File: src/rtl/uart_raminfr.sv
// Register-file RAM behind the UART FIFOs: one synchronous write port, two
// combinational read ports (dpo at dpra, spo at the write address a).
module uart_raminfr #(
    parameter int addr_width = 4,
    parameter int data_width = 8,
    parameter int depth      = 16
) (
    input  logic                  clk,
    input  logic                  rst,
    input  logic                  we,
    input  logic [addr_width-1:0] a,
    input  logic [addr_width-1:0] dpra,
    input  logic [data_width-1:0] di,
    output logic [data_width-1:0] dpo,
    output logic [data_width-1:0] spo
);

    // One extra bit so depth == 2**addr_width is representable.
    localparam logic [addr_width:0] DEPTH_W = (addr_width + 1)'(depth);

    logic [data_width-1:0] mem_q [depth];
    logic [data_width-1:0] mem_d [depth];

    logic a_in_range;
    logic dpra_in_range;

    assign a_in_range    = ({1'b0, a} < DEPTH_W);
    assign dpra_in_range = ({1'b0, dpra} < DEPTH_W);

    genvar gi;
    generate
        for (gi = 0; gi < depth; gi++) begin : g_word
            localparam logic [addr_width-1:0] IDX = addr_width'(gi);

            // Only in-range words exist, so an address >= depth never matches.
            always_comb begin
                mem_d[gi] = mem_q[gi];
                if (we && (a == IDX)) begin
                    mem_d[gi] = di;
                end
            end

            always_ff @(posedge clk) begin
                if (rst) begin
                    mem_q[gi] <= '0;
                end else begin
                    mem_q[gi] <= mem_d[gi];
                end
            end
        end
    endgenerate

    // Reads see the registered contents, giving read-before-write on a same-cycle write.
    always_comb begin
        dpo = '0;
        spo = '0;
        if (dpra_in_range) begin
            dpo = mem_q[dpra];
        end
        if (a_in_range) begin
            spo = mem_q[a];
        end
    end

endmodule

File: config.mk
export PLATFORM = sky130hd
export DESIGN_NAME = uart_raminfr
export DESIGN_NICKNAME = d
export VERILOG_FILES = /design/src/rtl/uart_raminfr.sv
export SDC_FILE = /design/constraint.sdc
export NUM_CORES = 1
export LEC_CHECK = 0
export BUFFER_PORTS_ARGS = -buffer_cell sky130_fd_sc_hd__buf_2
export CAP_MARGIN = 40
export CORE_UTILIZATION = 42
export CTS_BUF_LIST = sky130_fd_sc_hd__clkbuf_4
export CTS_CLUSTER_SIZE = 25
export DETAILED_ROUTE_END_ITERATION = 7
export GPL_TIMING_DRIVEN = 0
export PLACE_DENSITY_LB_ADDON = 0.05
export SETUP_SLACK_MARGIN = 0.15
export SYNTH_ARGS = -nofsm -noshare
export SYNTH_HDL_FRONTEND = slang
export SYNTH_SLANG_ARGS = --single-unit
File: constraint.sdc
create_clock -name clk -period 4 [get_ports clk]
set_input_delay 0.4 -clock clk [delete_from_list [all_inputs] [get_ports clk]]
set_output_delay 0.4 -clock clk [all_outputs]
set_load 0.02 [all_outputs]
Yosys cells after proc, flatten, opt, wreduce, memory -nomap -nowiden --
Memories as Yosys holds them, arrays and structs flattened. Cells that the tools add are included.
Storage, ports and cells: word-level logic and storage cells 116, latch bits 0, flip-flop bits (word level) 0, memories kept 1, ROM bits 0, memory bits (writable) 128, input bits 19
Operators by class: bitwise logic cells 16, shift operators 0, multipliers 0, eq/ne operators 31, divide/modulo/power cells 0, add/sub/neg operators 0, muxes and demuxes 35, reduce and logical (&&, ||, !) cells 33, magnitude comparators 0
Memories:
- mem_q | depth 16, bits a word 8, read ports 2, clocked after memory_dff 0, write ports 16, RTL line 21 | logic [data_width-1:0] mem_q [depth];
Operators by type and width (number):
- $mux 8 | 32
- $eq 4x4->1 const B | 8
- $reduce_and 2->1 | 16
- $eq 4x3->1 const B | 4
- $logic_and 1x1->1 | 16
- $ne 1x1->1 const B | 16
- $or 1x1->1 | 16
- $eq 4x2->1 const B | 2
- $eq 4x1->1 const B | 1
- $logic_not 4->1 | 1
- $mux 1 | 3

Logic depth before layout (Yosys ltp) --
depth after elaboration 5, mapped depth 5

Least setup slack after synthesis --
OpenSTA, ideal clock, no wires.
path type input -> output, from input dpra[0], to output dpo[1], slack 2.059 ns, arrival time 1.541 ns, required time 3.600 ns, stages 5, path buffers 2, path through buf_6 > buf_6 > mux4_1 > a22oi_1 > nand2_1
On the way: word-level cells in the longest chain between the ends 1
RTL lines:
- start, declared | RTL line 12 | input logic [addr_width-1:0] dpra,
- $mem_v2 16x8
- end, declared | RTL line 14 | output logic [data_width-1:0] dpo,
Every way passes these cells.

Final worst setup path --
from input a[1], to output spo[3]
On the way: word-level cells in the longest chain between the ends 1
RTL lines:
- start, declared | RTL line 11 | input logic [addr_width-1:0] a,
- $mem_v2 16x8
- end, declared | RTL line 15 | output logic [data_width-1:0] spo
Every way passes these cells.

==> impl_metrics.toml <==
[logic_synthesis]
synth.area.top_cells = "edfxtp_1, mux4_2, and2_1"
ys_seq_area_share_pct = 54.7
synth_edf_count = 128
synth.avg_cell_area_um2 = 15.5
synth.distinct_cells = 22
async_flop_share_pct = 0
synth_top_area_share_pct = 54.7
syn-num-nets = 473
synth_seq_cells = 128
synthFlopType = "edfxtp_1"
netlist_area_mm2 = 0.00703
syn_inst = 454
yosysTopAreaCell = "edfxtp_1"
yosys_warnings = 0

[detailed_routing]
drt_iter0_markers = 360
vias = 4331
wl_um = 20000
antenna_left = 0
drc_errors = 0
vias_per_cell = 5.77
drt-wirelength-per-cell_um = 26.6
dr.pass1.iters = 5

[worst_setup_path]
crit_start = "a[1]"
max_stage_delay_ns = 0.54
path_cells = "buf_2 > clkbuf_1 > mux4_1 > a22oi_1 > nand2_1 > buf_2"
crit_path_end_kind = "primary output"
cp_max_fo = 10
cp_num_buf_inv = 3
cp_data_arrival_time_ns = 2.32
cp-start-kind = "input port"
required_ns = 3.60
worstSetupEndpoint = "spo[3]"
crit_type = "in -> out"
crit_cells = 6
crit_family = "buffers and inverters"
cpMostUsedCell = "buf_2"
worst_path_max_delay_cell = "clkbuf_1"

[sta]
final-hold-violation-count = 0
min_period_ns = 2.72
grt_setup_unrepaired = "false"
tightestPinTransition_ns = 0.758
setup-violations-final = 0
fin_crit_sh_pct = 68.0
setup_tns_ns = 0
maxSlewViolCount = 0
clock.fmax_ghz = 0.368
timing.slew.headroom_pct = 49.5

[place]
io_buffers = 31
placed_cells = 717
gp_congestion = 0.810
dpl.hpwl_um = 14600

[worst_hold_path]
hold_class = "in -> reg"

[floorplanning]
initial_utilization_pct = 43.6
core.rowCount = 46
die-area_mm2 = 0.0173
placeableCoreArea_mm2 = 0.0161
die_h_um = 131
die_x_um = 131
ios = 35

[clock_network]
clock_path_buffers = 2
hold_buffers = 0
cts_setup_buffers = 0
numCtsBuffers = 17
cts.sink_count = 128
cts_tree = "built"
path_clk_slew_ns = 0.11
cts_max_level = 4
cts_root_buf = "clkbuf_4"
post_cts_resized = 0

[grt]
antenna_found_initial = 2
grtUsageTotal_pct = 24.3
grt_max_degree = 17
grt_pass1_vias = 4372
grt_pass1_wl_um = 28900
grt-ovfl-total = 0

[layout]
layout_common_cells = "and2_1, edfxtp_1, mux4_2"
largest_register_ffs = 128
final_common_cell = "and2_1"
top_regs = "mem_q: 128 flops"
final_nets = 539
syn2layout_area_growth_pct = 11.9
drive_above_1_share_pct = 25.0
largest_register = "mem_q"
final_cells = 751
fillers = 1457

[pwr]
power-per-cell-area_mw_per_mm2 = 375
leakagePower_uw = 0.00279
power.total_uw = 2950
peakVddDrop_mv = 0.187

[run_status]
status = "complete, no violations"

[run]
max_cap_viol_count = 0
per-stage QoR:
step                      cell area [µm²]  util, %  hold slack [ns]  worst slack (ns)
final                                7870     48.8            0.215              1.28
after global routing                 7870     48.8            0.184              1.19
after CTS                            7860     48.8            0.185              1.24
after detailed placement             7570     47.0            0.797              1.24
after global placement               7450     46.2            0.779              1.27
after floorplan                      7030        -            0.598              2.06
routing by layer:
layer / GRT usage [%] / vias up / wire (µm)
li1: - / 1920 / -
met1: 33.9 / 2269 / 9040
met2: 37.6 / 120 / 9570
met3: 5.75 / 22 / 1040
met4: 7.56 / 0 / 349
met5: 0 / - / 0
logic make-up after synthesis:
| kind of cell | count (synthesis) | share of synthesized area, % |
|---|---|---|
| buffers and inverters | 34 | 2.96 |
| muxes | 64 | 21.8 |
| AOI/OAI and AO/OA | 48 | 5.13 |
| DFF | 128 | 54.7 |
| and+or+nand+nor | 180 | 15.4 |
synth_stat cells (2+ instances only):
master     count
and2_1       130
edfxtp_1     128
mux4_2        39
a22oi_1       32
mux4_1        25
nand2_1       21
clkbuf_1      16
o21bai_1      16
nor2_1        14
buf_1          5
buf_2          5
buf_6          5
nor2_4         4
nor2b_1        4
buf_12         2
nand4bb_1      2
report_power, final:
group	switching, µW	internal, µW
combinational	256	188
clock	483	435
sequential	36.8	1550
total	776	2180
how the worst min path moves through the flow:
stage	slack, ns	depth (start not counted)	startpoint	endpoint
global route	0.18	2	di[5]	mem_q[14][5]
detailed placement	0.80	2	di[5]	mem_q[13][5]
floorplan	0.60	1	di[7]	mem_q[0][7]
finish	0.21	2	di[5]	mem_q[13][5]
CTS	0.18	2	di[5]	mem_q[14][5]
global placement	0.78	2	di[7]	mem_q[5][7]
cell type report:
| type | count | area (µm²) | share of cell area [%] |
|---|---|---|---|
| multi-input combinational | 292 | 2980 | 37.8 |
| clock buffer | 19 | 143 | 1.81 |
| clock inverter | 13 | 145 | 1.85 |
| timing repair buffer | 47 | 275 | 3.50 |
| tap | 216 | 270 | 3.44 |
| sequential | 128 | 3840 | 48.9 |
| buffer | 34 | 208 | 2.64 |
| antenna | 2 | 5.00 | 0.0636 |
(Power assumes the default switching activity.)
